File: src/rtl/usb_tx_sequencer.sv
// USB 1.1 host transmit sequencer: serializes SYNC/PID/fields/CRC LSB-first
// at one bit per cycle, then drives EOP (2x SE0 + J). Stalls on stuffer pause.
module usb_tx_sequencer (
    input  logic        clk,
    input  logic        rst_L,
    input  logic        start,
    input  logic [1:0]  pkt_type,
    input  logic [3:0]  pid,
    input  logic [6:0]  addr,
    input  logic [3:0]  endp,
    input  logic [63:0] data,
    input  logic        pause,
    output logic        bit_out,
    output logic        bit_valid,
    output logic        se0,
    output logic        busy,
    output logic        done
);
    typedef enum logic [3:0] {
        IDLE, SYNC, PID, TOKEN, DATA, CRC5, CRC16, EOP_SE0, EOP_J
    } state_t;

    localparam logic [1:0] PT_TOKEN = 2'b00;
    localparam logic [1:0] PT_DATA  = 2'b01;
    localparam logic [1:0] PT_RSVD  = 2'b11;

    state_t      state;
    logic [6:0]  cnt;
    logic [1:0]  type_r;
    logic [3:0]  pid_r;
    logic [6:0]  addr_r;
    logic [3:0]  endp_r;
    logic [63:0] data_r;
    logic [4:0]  crc5;
    logic [15:0] crc16;

    logic [6:0]  cnt_inc;
    logic [7:0]  pid_byte;
    logic [10:0] tok;
    logic [4:0]  crc5_step;
    logic [15:0] crc16_step;
    logic [2:0]  crc5_idx;
    logic [3:0]  crc16_idx;

    // bit_out always holds the field bit currently on the wire, so the CRC
    // step folds it in, and the first CRC bit is taken from the stepped value.
    always_comb begin
        cnt_inc    = cnt + 7'd1;
        pid_byte   = {~pid_r, pid_r};
        tok        = {endp_r, addr_r};
        crc5_step  = {crc5[3:0], 1'b0} ^ ((bit_out ^ crc5[4]) ? 5'h05 : 5'h00);
        crc16_step = {crc16[14:0], 1'b0} ^ ((bit_out ^ crc16[15]) ? 16'h8005 : 16'h0000);
        crc5_idx   = 3'd4 - cnt_inc[2:0];
        crc16_idx  = 4'd15 - cnt_inc[3:0];
    end

    always_ff @(posedge clk or negedge rst_L) begin
        if (!rst_L) begin
            state     <= IDLE;
            cnt       <= '0;
            type_r    <= '0;
            pid_r     <= '0;
            addr_r    <= '0;
            endp_r    <= '0;
            data_r    <= '0;
            crc5      <= 5'h1F;
            crc16     <= 16'hFFFF;
            bit_out   <= 1'b0;
            bit_valid <= 1'b0;
            se0       <= 1'b0;
            busy      <= 1'b0;
            done      <= 1'b0;
        end else begin
            case (state)
                IDLE: begin
                    if (start && pkt_type != PT_RSVD) begin
                        type_r    <= pkt_type;
                        pid_r     <= pid;
                        addr_r    <= addr;
                        endp_r    <= endp;
                        data_r    <= data;
                        crc5      <= 5'h1F;
                        crc16     <= 16'hFFFF;
                        state     <= SYNC;
                        cnt       <= '0;
                        bit_out   <= 1'b0;
                        bit_valid <= 1'b1;
                        busy      <= 1'b1;
                    end
                end
                SYNC: if (!pause) begin
                    if (cnt == 7'd7) begin
                        state   <= PID;
                        cnt     <= '0;
                        bit_out <= pid_byte[0];
                    end else begin
                        cnt     <= cnt_inc;
                        bit_out <= (cnt_inc == 7'd7);
                    end
                end
                PID: if (!pause) begin
                    if (cnt == 7'd7) begin
                        cnt <= '0;
                        if (type_r == PT_TOKEN) begin
                            state   <= TOKEN;
                            bit_out <= tok[0];
                        end else if (type_r == PT_DATA) begin
                            state   <= DATA;
                            bit_out <= data_r[0];
                        end else begin
                            state     <= EOP_SE0;
                            bit_out   <= 1'b0;
                            bit_valid <= 1'b0;
                            se0       <= 1'b1;
                        end
                    end else begin
                        cnt     <= cnt_inc;
                        bit_out <= pid_byte[cnt_inc[2:0]];
                    end
                end
                TOKEN: if (!pause) begin
                    crc5 <= crc5_step;
                    if (cnt == 7'd10) begin
                        state   <= CRC5;
                        cnt     <= '0;
                        bit_out <= ~crc5_step[4];
                    end else begin
                        cnt     <= cnt_inc;
                        bit_out <= tok[cnt_inc[3:0]];
                    end
                end
                DATA: if (!pause) begin
                    crc16 <= crc16_step;
                    if (cnt == 7'd63) begin
                        state   <= CRC16;
                        cnt     <= '0;
                        bit_out <= ~crc16_step[15];
                    end else begin
                        cnt     <= cnt_inc;
                        bit_out <= data_r[cnt_inc[5:0]];
                    end
                end
                CRC5: if (!pause) begin
                    if (cnt == 7'd4) begin
                        state     <= EOP_SE0;
                        cnt       <= '0;
                        bit_out   <= 1'b0;
                        bit_valid <= 1'b0;
                        se0       <= 1'b1;
                    end else begin
                        cnt     <= cnt_inc;
                        bit_out <= ~crc5[crc5_idx];
                    end
                end
                CRC16: if (!pause) begin
                    if (cnt == 7'd15) begin
                        state     <= EOP_SE0;
                        cnt       <= '0;
                        bit_out   <= 1'b0;
                        bit_valid <= 1'b0;
                        se0       <= 1'b1;
                    end else begin
                        cnt     <= cnt_inc;
                        bit_out <= ~crc16[crc16_idx];
                    end
                end
                EOP_SE0: begin
                    if (cnt == 7'd1) begin
                        state <= EOP_J;
                        cnt   <= '0;
                        se0   <= 1'b0;
                        done  <= 1'b1;
                    end else begin
                        cnt <= cnt_inc;
                    end
                end
                EOP_J: begin
                    state <= IDLE;
                    done  <= 1'b0;
                    busy  <= 1'b0;
                end
                default: begin
                    state     <= IDLE;
                    cnt       <= '0;
                    bit_out   <= 1'b0;
                    bit_valid <= 1'b0;
                    se0       <= 1'b0;
                    busy      <= 1'b0;
                    done      <= 1'b0;
                end
            endcase
        end
    end
endmodule

File: config.mk
export PLATFORM = sky130hd
export DESIGN_NAME = usb_tx_sequencer
export DESIGN_NICKNAME = d
export VERILOG_FILES = /design/src/rtl/usb_tx_sequencer.sv
export SDC_FILE = /design/constraint.sdc
export NUM_CORES = 1
export LEC_CHECK = 0
export BUFFER_PORTS_ARGS = -buffer_cell sky130_fd_sc_hd__buf_2
export CAP_MARGIN = 20
export CORE_MARGIN = 1
export CORE_UTILIZATION = 45
export CTS_CLUSTER_SIZE = 28
export DETAILED_ROUTE_END_ITERATION = 10
export PLACE_DENSITY = 0.62
export SETUP_SLACK_MARGIN = 0.1
export SLEW_MARGIN = 20
export SYNTH_ARGS = -nofsm -noshare
export SYNTH_HDL_FRONTEND = slang
export SYNTH_SLANG_ARGS = --single-unit
File: constraint.sdc
create_clock -name clk -period 4.7 [get_ports clk]
set_clock_uncertainty 0.1 [all_clocks]
set_input_delay 0.47 -clock clk [delete_from_list [all_inputs] [get_ports clk]]
set_output_delay 0.47 -clock clk [all_outputs]
set_load 0.05 [all_outputs]
== After elaboration in Yosys (flattened, before gate mapping) ==
Index checks and enable logic that the tools add are counted.

* Bits in registers: 118
* Output and inout bits: 5
* Input port bits: 85

* Mux-type cells: 87
* Add/subtract/negate cells: 3
* Eq/ne operators: 34
* Bitwise logic cells: 15
* Reductions and logical operators: 21
* Magnitude comparators: 5

{| class="wikitable"
|+ Operators with widths
! cell !! count
|-
| $mux W7 || 12
|-
| $mux W4 || 14
|-
| $pmux W7 S8 || 1
|-
| $mux W16 || 3
|-
| $mux W1 || 39
|-
| $ne A2 B2 Y1 const B || 18
|-
| $pmux W16 S2 || 1
|-
| $pmux W4 S8 || 1
|-
| $eq A7 B3 Y1 const B || 3
|-
| $reduce_and A10 Y1 || 2
|-
| $eq A4 B3 Y1 const B || 4
|-
| $xor A16 B16 Y16 || 1
|-
| $eq A7 B4 Y1 const B || 2
|-
| $reduce_and A14 Y1 || 1
|-
| $reduce_or A7 Y1 || 2
|-
| $lt A4 B5 Y1 const B || 2
|-
| $mux W5 || 2
|-
| $not A1 Y1 || 10
|-
| $pmux W1 S5 || 2
|-
| $pmux W5 S2 || 1
|-
| $reduce_or A5 Y1 || 2
|-
| $bmux W1 S4 || 2
|-
| $eq A4 B2 Y1 const B || 2
|-
| $lt A3 B4 Y1 const B || 2
|-
| 27 further kinds || 36
|}

== Longest topological paths before layout ==
Gate-level depths: netlist of the first run.

* Depth in word-level cells: 8
* Depth in mapped cells: 12
* Gate-level depth less buffers: 8

== Worst setup path after synthesis of the first run ==
Ideal clock, no wire load.

* Kind: reg-to-reg
* Start point: register cnt[0]
* End point: register bit_out
* Buffers on the path: 3
* Setup time: 0.145 ns
* Setup slack: 1.287 ns
* Data required time: 4.455 ns
* Stages on the path, launching flop included: 11
* Data arrival time: 3.168 ns
* Clock period less this slack: 3.413 ns
* Cells stage by stage: dfrtp_1 buf_2 buf_2 inv_1 ha_1 clkbuf_1 mux4_2 mux4_2 nor2b_1 a2111oi_0 o311ai_1

* Longest elaborated chain between the ends: 8

{| class="wikitable"
|+ RTL lines
! element !! RTL line !! text
|-
| from (decl) || 28 || <nowiki>logic [6:0] cnt;</nowiki>
|-
| from (signal assigned) || 97 || <nowiki>cnt <= cnt_inc;</nowiki>
|-
| from (signal assigned) || 117 || <nowiki>cnt <= cnt_inc;</nowiki>
|-
| from (signal assigned) || 128 || <nowiki>cnt <= cnt_inc;</nowiki>
|-
| $add A7 B1 Y7 || 48 || <nowiki>cnt_inc = cnt + 7'd1;</nowiki>
|-
| $sub A4 B4 Y4 / $sub A3 B3 Y3 (equally long branches) || 54, 53 ||
|-
| $bmux W1 S4 / $bmux W1 S3 (equally long branches) || 164, 152 ||
|-
| $mux W1, on equally long branches || 164, 152 ||
|-
| $not A1 Y1, on equally long branches || 164, 152 ||
|-
| $mux W1, on equally long branches || 156, 144 ||
|-
| $mux W1, on equally long branches || 155, 143 ||
|-
| $pmux W1 S8 (*) || 74 || <nowiki>case (state)</nowiki>
|-
| to (signal assigned) || 95 || <nowiki>bit_out <= pid_byte[0];</nowiki>
|-
| to (signal assigned) || 152 || <nowiki>bit_out <= ~crc5[crc5_idx];</nowiki>
|-
| to (signal assigned) || 164 || <nowiki>bit_out <= ~crc16[crc16_idx];</nowiki>
|-
| to (decl) || 13 || <nowiki>output logic bit_out,</nowiki>
|}

Every way passes the cells marked *; elsewhere a longest branch is shown, timed or not. The select of a mux whose other input is x is not followed.
A chain may end at the register's enable or synchronous reset.

== Worst setup path after layout of the first run ==
* Start point: register cnt[1]
* End point: register bit_out

Same word-level chain as after synthesis.

==> out/metrics.yaml, run 1 <==
drt:
  drtPass1Iterations: 7
  routed_wl_um: 13700
  drcViolationCount: 0
  vias: 4326
  drtIter0Drc: 269
  wl_per_cell_um: 17.8
  avgViaCountPerCell: 5.61
  postRouteAntennaNets: 0
synthesis:
  ys_seq_elements: 118
  synth_top_area_share_pct: 39.9
  synthTopCellsByArea: "dfrtp_1 (40%), mux2_2 (15%), mux4_2 (10%)"
  syn_area_per_cell_um2: 12.1
  synth_edf_count: 0
  synth_area_mm2: 0.00608
  syn_nets: 592
  ys_types: 56
  ys_seq_area_share_pct: 49.0
  async_flop_share_pct: 100
  synth_area_leader_cell: "dfrtp_1"
  ys.flop_type: "dfrtp_1"
  yosysWarnings: 0
  syn_inst: 503
place:
  placement.cell_area_mm2: 0.00665
  hpwl_um: 9440
  gp_congestion: 0.904
  place_ws_ps: 1350
  port_buffers: 89
clocking:
  cts_resized: 0
  cts_buffers: 17
  clockBufferDepth: 2
  path_clk_slew_ps: 60
  postCtsHoldBufs: 0
  ctsHtreeMaxLevel: 4
  cts_tree: "built"
  clockRootBuffer: "clkbuf_16"
  insertion_delay_ps: 420
  cts.sinks: 118
  cts_setup_buffers: 0
grt:
  grt_start_max_net_pins: 73
  gr-total-overflow: 0
  grt_pass1_vias: 4523
  grt_antenna_before_repair: 0
  track_usage_pct: 21.4
  grt_pass1_wl_um: 23000
sta:
  post-route-period-util_pct: 70.3
  setup_slack_ps: 1390
  setup_viol: 0
  finalSetupTns_ps: 0
  report.final.slew_viol_count: 0
  fmax_mhz: 303
  relSlewSlack_pct: 38.6
  hold_viol_final: 0
  rsz0062_at_grt: "no"
  period_needed_ps: 3310
  tightest_slew_ps: 921
floorplanning:
  die_area_mm2: 0.0140
  start_util_pct: 46.1
  core_area_mm2: 0.0132
  boundaryPins: 90
  die_w_um: 118
  core.rowCount: 42
  die_h_um: 118
cells_and_area:
  area_delta_synth_final_pct: 19.5
  register_area_mm2: 0.00298
  diodes: 0
  layout_commonest_cell: "dfrtp_1"
  drive_gt1_share_pct: 44.7
  design_area_mm2: 0.00727
  multiInputGateArea_mm2: 0.00294
  fillers: 1112
  most-common-layout-cells: "dfrtp_1 (96), buf_2 (88), mux2_2 (82), nor2_1 (46), a21oi_1 (28)"
  nets: 672
power:
  ir_drop_v: 0.000403
  power_density_mw_per_mm2: 720
  leakagePower_uw: 0.00318
run_status:
  status: "finished clean"
flow_run:
  drv_cap: 0
setup_path:
  end_kind: "flop"
  critical_path_required_ps: 4920
  start_kind: "flop"
  critPathArrivalTime_ps: 3530
  cp_max_fo: 21
  crit_type: "reg -> reg"
min_path:
  hp-class: "in -> async"
-- state kept, by name, indices dropped and copies added (netlist names), 2 cells and up --
signal / count
data_r: 64
crc16: 16
addr_r: 7
cnt: 7
crc5: 5
endp_r: 4
pid_r: 4
state: 4
type_r: 2
-- through the flow --
stage	hold WS (ps)	std cells	utilization, %	power, µW
floorplan	74.4	503	-	3410
global placement	383	740	50.4	3860
detailed placement	391	740	50.4	3910
CTS	111	771	55.1	5270
global route	160	771	55.1	5560
finish	93.5	771	55.1	5240
-- cells in the mapped netlist (all sizes together) (4+ instances only) --
cell type and count:
mux4 27, nor2b 11, dfrtp 97, o221ai 4
nand3 9, nand2b 6, o22a 4, mux2 82
a31oi 7, o21ai 15, xor2 5, nor4 5
inv 8, a21oi 28, mux2i 5, nor2 46
nand2 24, nor3 16, clkbuf 24, ha 4
dfstp 21, buf 9, xnor2 6
-- logic make-up after synthesis --
logic type               after synthesis  synth area share, %
AND/OR/NAND/NOR                      133                 10.7
flip-flops                           118                 49.0
adder cells (fa/ha/maj)                4                0.823
AO/OA/AOI/OAI                         81                 8.95
buffers and inverters                 42                 3.00
multiplexers                         114                 26.0
XOR/XNOR                              11                 1.58
-- worst max-delay path, stage by stage, from the launching register on --
cell and delay (ps):
dfrtp_1 420, inv_1 90, ha_1 880, buf_4 330, mux4_2 510, mux4_2 470, nor3b_1 220, o41ai_1 90
o311ai_1 90
-- worst paths after layout --
check / startpoint / to / cells after the start / slack [ps]
max: cnt[1] / bit_out / 8 / 1390
min: rst_L / data_r[45] / 1 / 90
max reg2reg: cnt[1] / bit_out / 8 / 1390
min reg2reg: crc5[0] / crc5[0] / 2 / 400
max in group asynchronous: rst_L / data_r[40] / 2 / 3270
min in group clk: data[23] / data_r[23] / 2 / 180
-- power by group --
| group | switching [µW] | total (µW) | internal (µW) | leakage, µW |
|---|---|---|---|---|
| logic | 948 | 2000 | 1050 | 0.00147 |
| registers | 368 | 1900 | 1530 | 0.00142 |
| clock network | 494 | 1340 | 851 | 0.000290 |
| total | 1810 | 5240 | 3430 | 0.00318 |
-- metal layers --
| metal | global-route usage (%) | part of all wire (%) | vias to the layer above |
|---|---|---|---|
| li1 | - | - | 2007 |
| met1 | 27.3 | 44 | 2176 |
| met2 | 34.6 | 49 | 126 |
| met3 | 6.42 | 5.6 | 17 |
| met4 | 7.37 | 1.8 | 0 |
| met5 | 0 | 0 | - |
-- layout make-up --
class                           count  area share (%)
Clock buffer                       18            6.04
Clock inverter                     13            2.34
Timing Repair Buffer               94            6.68
Tap cell                          176            3.03
Sequential cell                   118            41.0
Inverter                            9           0.465
Multi-Input combinational cell    343            40.5
No activity file was read; power rests on OpenSTA's default activity.
==> run 2: changes to the inputs <==
Settings changed: PLACE_DENSITY 0.62 to 0.65.
Clock period 4.7 ns to 3 ns, I/O delays scaled along.
==> run 2 against run 1 <==
Largest power group unchanged. Utilization is 0.85 points higher. Maximum frequency is 22% higher. First-iteration DRC count is 30% lower. Non-clock buffer count is 16 higher. Critical endpoint unchanged. Global-route usage is 0.35 points higher. Die area stayed put. Wire length is 2.4% higher. Via count is 1.8% higher. Register-to-register slack worse by 1100 ps. Count of clock-buffer cells in the layout is 6 higher.
==> out/metrics.yaml, run 2 (synthesis gave the netlist of run 1 again) <==
run_status:
  status: "finished clean"  # unchanged
sta:
  period_needed_ps: 2700  # was 3310 ps
  post-route-period-util_pct: 90.1  # was 70.3%
  report.final.slew_viol_count: 0  # unchanged
  tightest_slew_ps: 1030  # was 921 ps
  hold_viol_final: 0  # unchanged
  fmax_mhz: 370  # was 303 MHz
  relSlewSlack_pct: 31.0  # was 38.6%
  finalSetupTns_ps: 0  # unchanged
  setup_viol: 0  # unchanged
  rsz0062_at_grt: "no"  # unchanged
cells_and_area:
  layout_commonest_cell: "dfrtp_1"  # unchanged
  final_cells: 788  # was 771
  area_delta_synth_final_pct: 21.3  # was 19.5%
  biggestRegsByFlops: "data_r (64), crc16 (16)"  # unchanged
  drive_gt1_share_pct: 45.4  # was 44.7%
  most-common-layout-cells: "dfrtp_1 (96), buf_2 (88), mux2_2 (82), nor2_1 (46), a21oi_1 (28)"  # unchanged
  design_area_mm2: 0.00738  # was 0.00727 mm²
  largest_reg_flops: 64  # unchanged
  top_register: "data_r"  # unchanged
  nets: 688  # was 672
  diodes: 0  # unchanged
setup_path:
  end_kind: "flop"  # unchanged
  start_kind: "flop"  # unchanged
  crit_chain: "inv_1 -> ha_1 -> buf_4 -> mux4_2 -> mux4_2 -> nor3b_1 -> o41ai_1 -> o311ai_1"  # unchanged
  path_buf_inv: 2  # unchanged
  slowest_stage: "mux4_2"  # was ha_1
  path_delay_family: "multiplexers"  # unchanged
  max_stage_delay_ps: 530  # was 880 ps
  critical_path_required_ps: 3200  # was 4920 ps
  critPathArrivalTime_ps: 2910  # was 3530 ps
  crit_type: "reg -> reg"  # unchanged
  cp_max_fo: 13  # was 21
  crit_top_cell: "mux4_2"  # unchanged
drt:
  postRouteAntennaNets: 0  # unchanged
  drcViolationCount: 0  # unchanged
  avgViaCountPerCell: 5.59  # was 5.61
  drtPass1Iterations: 4  # was 7
  drtIter0Drc: 189  # was 269
  vias: 4406  # was 4326
  routed_wl_um: 14000  # was 13700 µm
  wl_per_cell_um: 17.8  # about the same
floorplanning:
  boundaryPins: 90  # unchanged
  core.rowCount: 42  # unchanged
  die_area_mm2: 0.0140  # unchanged
  die_h_um: 118  # unchanged
  start_util_pct: 46.1  # unchanged
  die_w_um: 118  # unchanged
  core_area_mm2: 0.0132  # unchanged
grt:
  grt_pass1_vias: 4542  # was 4523
  track_usage_pct: 21.7  # was 21.4%
  gr-total-overflow: 0  # unchanged
  grt_pass1_wl_um: 23500  # was 23000 µm
  grt_antenna_before_repair: 0  # unchanged
  grt_start_max_net_pins: 91  # was 73
clocking:
  cts.sinks: 118  # unchanged
  insertion_delay_ps: 410  # was 420 ps
  cts_tree: "built"  # unchanged
  path_clk_slew_ps: 50  # was 60 ps
  clockBufferDepth: 2  # unchanged
  ctsHtreeMaxLevel: 4  # unchanged
  cts_buffers: 17  # unchanged
  clockRootBuffer: "clkbuf_16"  # unchanged
power:
  power.total_uw: 8230  # was 5240 µW
  power_density_mw_per_mm2: 1110  # was 720 mW/mm²
  ir_drop_v: 0.000529  # was 0.000403 V
  leakagePower_uw: 0.00325  # was 0.00318 µW
min_path:
  hp-class: "in -> reg"  # was in -> async
place:
  placed_cells: 753  # was 740
  placement.cell_area_mm2: 0.00678  # was 0.00665 mm²
  port_buffers: 89  # unchanged
  gp_congestion: 0.844  # was 0.904
  hpwl_um: 10000  # was 9440 µm
flow_run:
  drv_cap: 0  # unchanged
## run 2: per-stage QoR
stage | util [%] | hold slack (ps) | setup slack, ps
floorplan | - | -95.6 | 113
global placement | 51.4 | 147 | 149
detailed placement | 51.4 | 153 | 69.7
CTS | 55.8 | 3.56 | 149
global route | 56.0 | 6.02 | 136
finish | 56.0 | 16.9 | 296
## run 2: report_power, final
part	internal, µW	switching [µW]	leakage (µW)
logic	1770	1560	0.00156
clock network	1260	691	0.000266
registers	2400	550	0.00142
total	5420	2800	0.00325
## run 2: layout make-up
| class | count | area [µm²] |
|---|---|---|
| fillers | 1144 | 5810 |
| flip-flops and latches | 118 | 2980 |
| multi-input cells | 343 | 2940 |
| repair buffers | 110 | 637 |
| clock buffers | 24 | 472 |
| well taps | 176 | 220 |
| clock inverters | 8 | 100 |
| inverters | 9 | 33.8 |
## run 2: metal layers
layer | wire (µm) | vias to the layer above | track usage, %
li1 | - | 2053 | -
met1 | 6340 | 2220 | 29.3
met2 | 6880 | 112 | 34.8
met3 | 568 | 21 | 3.96
met4 | 233 | 0 | 8.65
met5 | 0 | - | 0
## run 2: final timing paths
| kind | slack (ps) | startpoint | cells past startpoint | to |
|---|---|---|---|---|
| min | 20 | data[30] | 2 | data_r[30] |
| max reg2reg | 300 | cnt[1] | 8 | bit_out |
| max in group asynchronous | 1710 | rst_L | 3 | crc5[3] |
| max | 300 | cnt[1] | 8 | bit_out |
| min reg2reg | 390 | crc5[3] | 2 | crc5[3] |
| min in group asynchronous | 270 | rst_L | 2 | data_r[44] |
## run 2: repair_timing
item                       CTS  global route
setup endpoints to repair    1             1
setup buffers                0             2
hold endpoints to repair    28             0
resized for setup            2             1
pin swaps                    0             0
hold buffers                 1             0
==> run 3: changes to the inputs <==
Settings changed: GPL_TIMING_DRIVEN set to 1, REMOVE_ABC_BUFFERS set to 1.
==> run 3 against run 2 <==
Design area up 6.0%. Non-clock buffer count grew 38. Combinational power is 2% higher. Sequential power hardly changed. Critical path type unchanged.
==> out/metrics.yaml, run 3 (synthesis gave the netlist of run 1 again) <==
clocking:
  clockBufferDepth: 2  # unchanged
  clockRootBuffer: "clkbuf_16"  # unchanged
  cts.sinks: 118  # unchanged
  cts_buffers: 17  # unchanged
  ctsHtreeMaxLevel: 4  # unchanged
  cts_setup_buffers: 0  # unchanged
  cts_tree: "built"  # unchanged
  path_clk_slew_ps: 60  # was 50 ps
  insertion_delay_ps: 420  # was 410 ps
sta:
  hold_ws_ps: 12.3  # was 16.9 ps
  setup_viol: 0  # unchanged
  report.final.slew_viol_count: 0  # unchanged
  rsz0062_at_grt: "no"  # unchanged
  period_needed_ps: 2700  # about the same
  post-route-period-util_pct: 90.1  # about the same
  relSlewSlack_pct: 53.8  # was 31.0%
  hold_viol_final: 0  # unchanged
  finalSetupTns_ps: 0  # unchanged
  tightest_slew_ps: 693  # was 1030 ps
  fmax_mhz: 370  # about the same
grt:
  grt_antenna_before_repair: 0  # unchanged
  grt_pass1_wl_um: 24400  # was 23500 µm
  gr-total-overflow: 0  # unchanged
  track_usage_pct: 22.7  # was 21.7%
  grt_pass1_vias: 4668  # was 4542
  grt_start_max_net_pins: 80  # was 91
power:
  power.total_uw: 8540  # was 8230 µW
  power_density_mw_per_mm2: 1090  # was 1110 mW/mm²
  ir_drop_v: 0.000526  # was 0.000529 V
  leakagePower_uw: 0.00345  # was 0.00325 µW
floorplanning:
  start_util_pct: 46.1  # unchanged
  core.rowCount: 42  # unchanged
  die_area_mm2: 0.0140  # unchanged
  die_h_um: 118  # unchanged
  boundaryPins: 90  # unchanged
  core_area_mm2: 0.0132  # unchanged
  die_w_um: 118  # unchanged
drt:
  vias: 4531  # was 4406
  drtIter0Drc: 298  # was 189
  route.met3.wl_um: 593  # was 568 µm
  postRouteAntennaNets: 0  # unchanged
  avgViaCountPerCell: 5.49  # was 5.59
  drcViolationCount: 0  # unchanged
  wl_met1_um: 6550  # was 6340 µm
  routed_wl_um: 14600  # was 14000 µm
  drtPass1Iterations: 4  # unchanged
  wl_met2_um: 7220  # was 6880 µm
  top_layer: "met4"  # unchanged
  wl_per_cell_um: 17.7  # was 17.8 µm
cells_and_area:
  largest_reg_flops: 64  # unchanged
  drive_gt1_share_pct: 44.3  # was 45.4%
  area_delta_synth_final_pct: 28.6  # was 21.3%
  fillers: 1067  # was 1144
  top_register: "data_r"  # unchanged
  biggestRegsByFlops: "data_r (64), crc16 (16)"  # unchanged
  most-common-layout-cells: "dfrtp_1 (96), buf_2 (88), mux2_2 (82), nor2_1 (46), dlygate4sd3_1 (34)"  # was dfrtp_1 (96), buf_2 (88), mux2_2 (82), nor2_1 (46), a21oi_1 (28)
  register_area_mm2: 0.00298  # unchanged
  nets: 726  # was 688
  multiInputGateArea_mm2: 0.00295  # was 0.00294 mm²
  layout_commonest_cell: "dfrtp_1"  # unchanged
  diodes: 0  # unchanged
  postLayoutCoreUtil_pct: 59.3  # was 56.0%
min_path:
  hp-class: "in -> reg"  # unchanged
  whs_endpoint: "pid_r[3]"  # was data_r[30]
  hold_start: "pid[3]"  # was data[30]
  hold_depth: 2  # unchanged
setup_path:
  crit_type: "reg -> reg"  # unchanged
  cp_max_fo: 19  # was 13
  critical_path_required_ps: 3190  # was 3200 ps
  rrSetupSlack_ps: 300  # about the same
  crit_top_cell: "mux4_2"  # unchanged
  r2r-end: "bit_out"  # unchanged
  critPathArrivalTime_ps: 2890  # was 2910 ps
  r2r_cells: 6  # was 8
  startpoint: "cnt[0]"  # was cnt[1]
  end_kind: "flop"  # unchanged
  crit_chain: "buf_4 -> mux4_2 -> mux4_2 -> nor2b_1 -> a2111oi_2 -> o311ai_1"  # was inv_1 -> ha_1 -> buf_4 -> mux4_2 -> mux4_2 -> nor3b_1 -> o41ai_1 -> o311ai_1
  rr_startpoint: "cnt[0]"  # was cnt[1]
  slowest_stage: "mux4_2"  # unchanged
  max_stage_delay_ps: 560  # was 530 ps
  start_kind: "flop"  # unchanged
flow_run:
  drv_cap: 0  # unchanged
place:
  hpwl_um: 10200  # was 10000 µm
  port_buffers: 89  # unchanged
  gp_congestion: 0.912  # was 0.844
run_status:
  status: "finished clean"  # unchanged
-- run 3: cell types whose count changed in the layout (fill, tap and decap cells not counted), sizes merged --
| cell | change |
|---|---|
| clkbuf | -6 |
| bufinv | +2 |
| clkinv | +4 |
| buf | +5 |
| clkinvlp | -2 |
| inv | +2 |
| dlygate4sd3 | +33 |
-- run 3: cell type report --
type,instances,area share [%]
clock buffer,18,5.61
clock inverter,14,2.56
inverter,9,0.432
multi-input combinational,343,37.7
sequential,118,38.1
tap,176,2.81
timing repair buffer,148,12.8
-- run 3: stage by stage --
stage	setup WS (ps)	instance area, µm²	instances
final	296	7820	826
after global routing	131	7820	826
after CTS	120	7810	826
after detailed placement	-35.4	6830	760
after global placement	70.8	6830	760
after floorplan	-1400	5940	470
-- run 3: worst max-delay path by stage --
| stage | cells past startpoint | to | slack [ps] |
|---|---|---|---|
| after floorplan | 5 | crc16[15] | -1400 |
| after global placement | 7 | bit_out | 70 |
| after detailed placement | 7 | bit_out | -40 |
| after CTS | 7 | bit_out | 120 |
| after global routing | 7 | bit_out | 130 |
| final | 6 | bit_out | 300 |
-- run 3: worst max-delay path, delay by kind of cell, from the launching register on --
kind	cells	cell delay [ps]
DFF	1	400
muxes	2	1050
and+or+nand+nor	1	150
buffers and inverters	1	340
AOI/OAI and AO/OA	2	520
-- run 3: report_power, final --
group	switching [µW]	internal (µW)	leakage, µW	total (µW)
logic	1590	1820	0.00172	3410
registers	553	2390	0.00142	2950
clock network	763	1420	0.000308	2180
-- run 3: timing repair --
item,in CTS,in global routing
resized for setup,2,2
gates cloned,0,0
hold buffers,34,0
hold endpoints to repair,75,0
setup endpoints to repair,1,1
-- run 3: routing by layer --
metal  track usage, %  vias to the layer above
li1                 -                     2128
met1             29.9                     2260
met2             36.1                      119
met3             4.92                       24
met4             9.62                        0
met5                0                        -
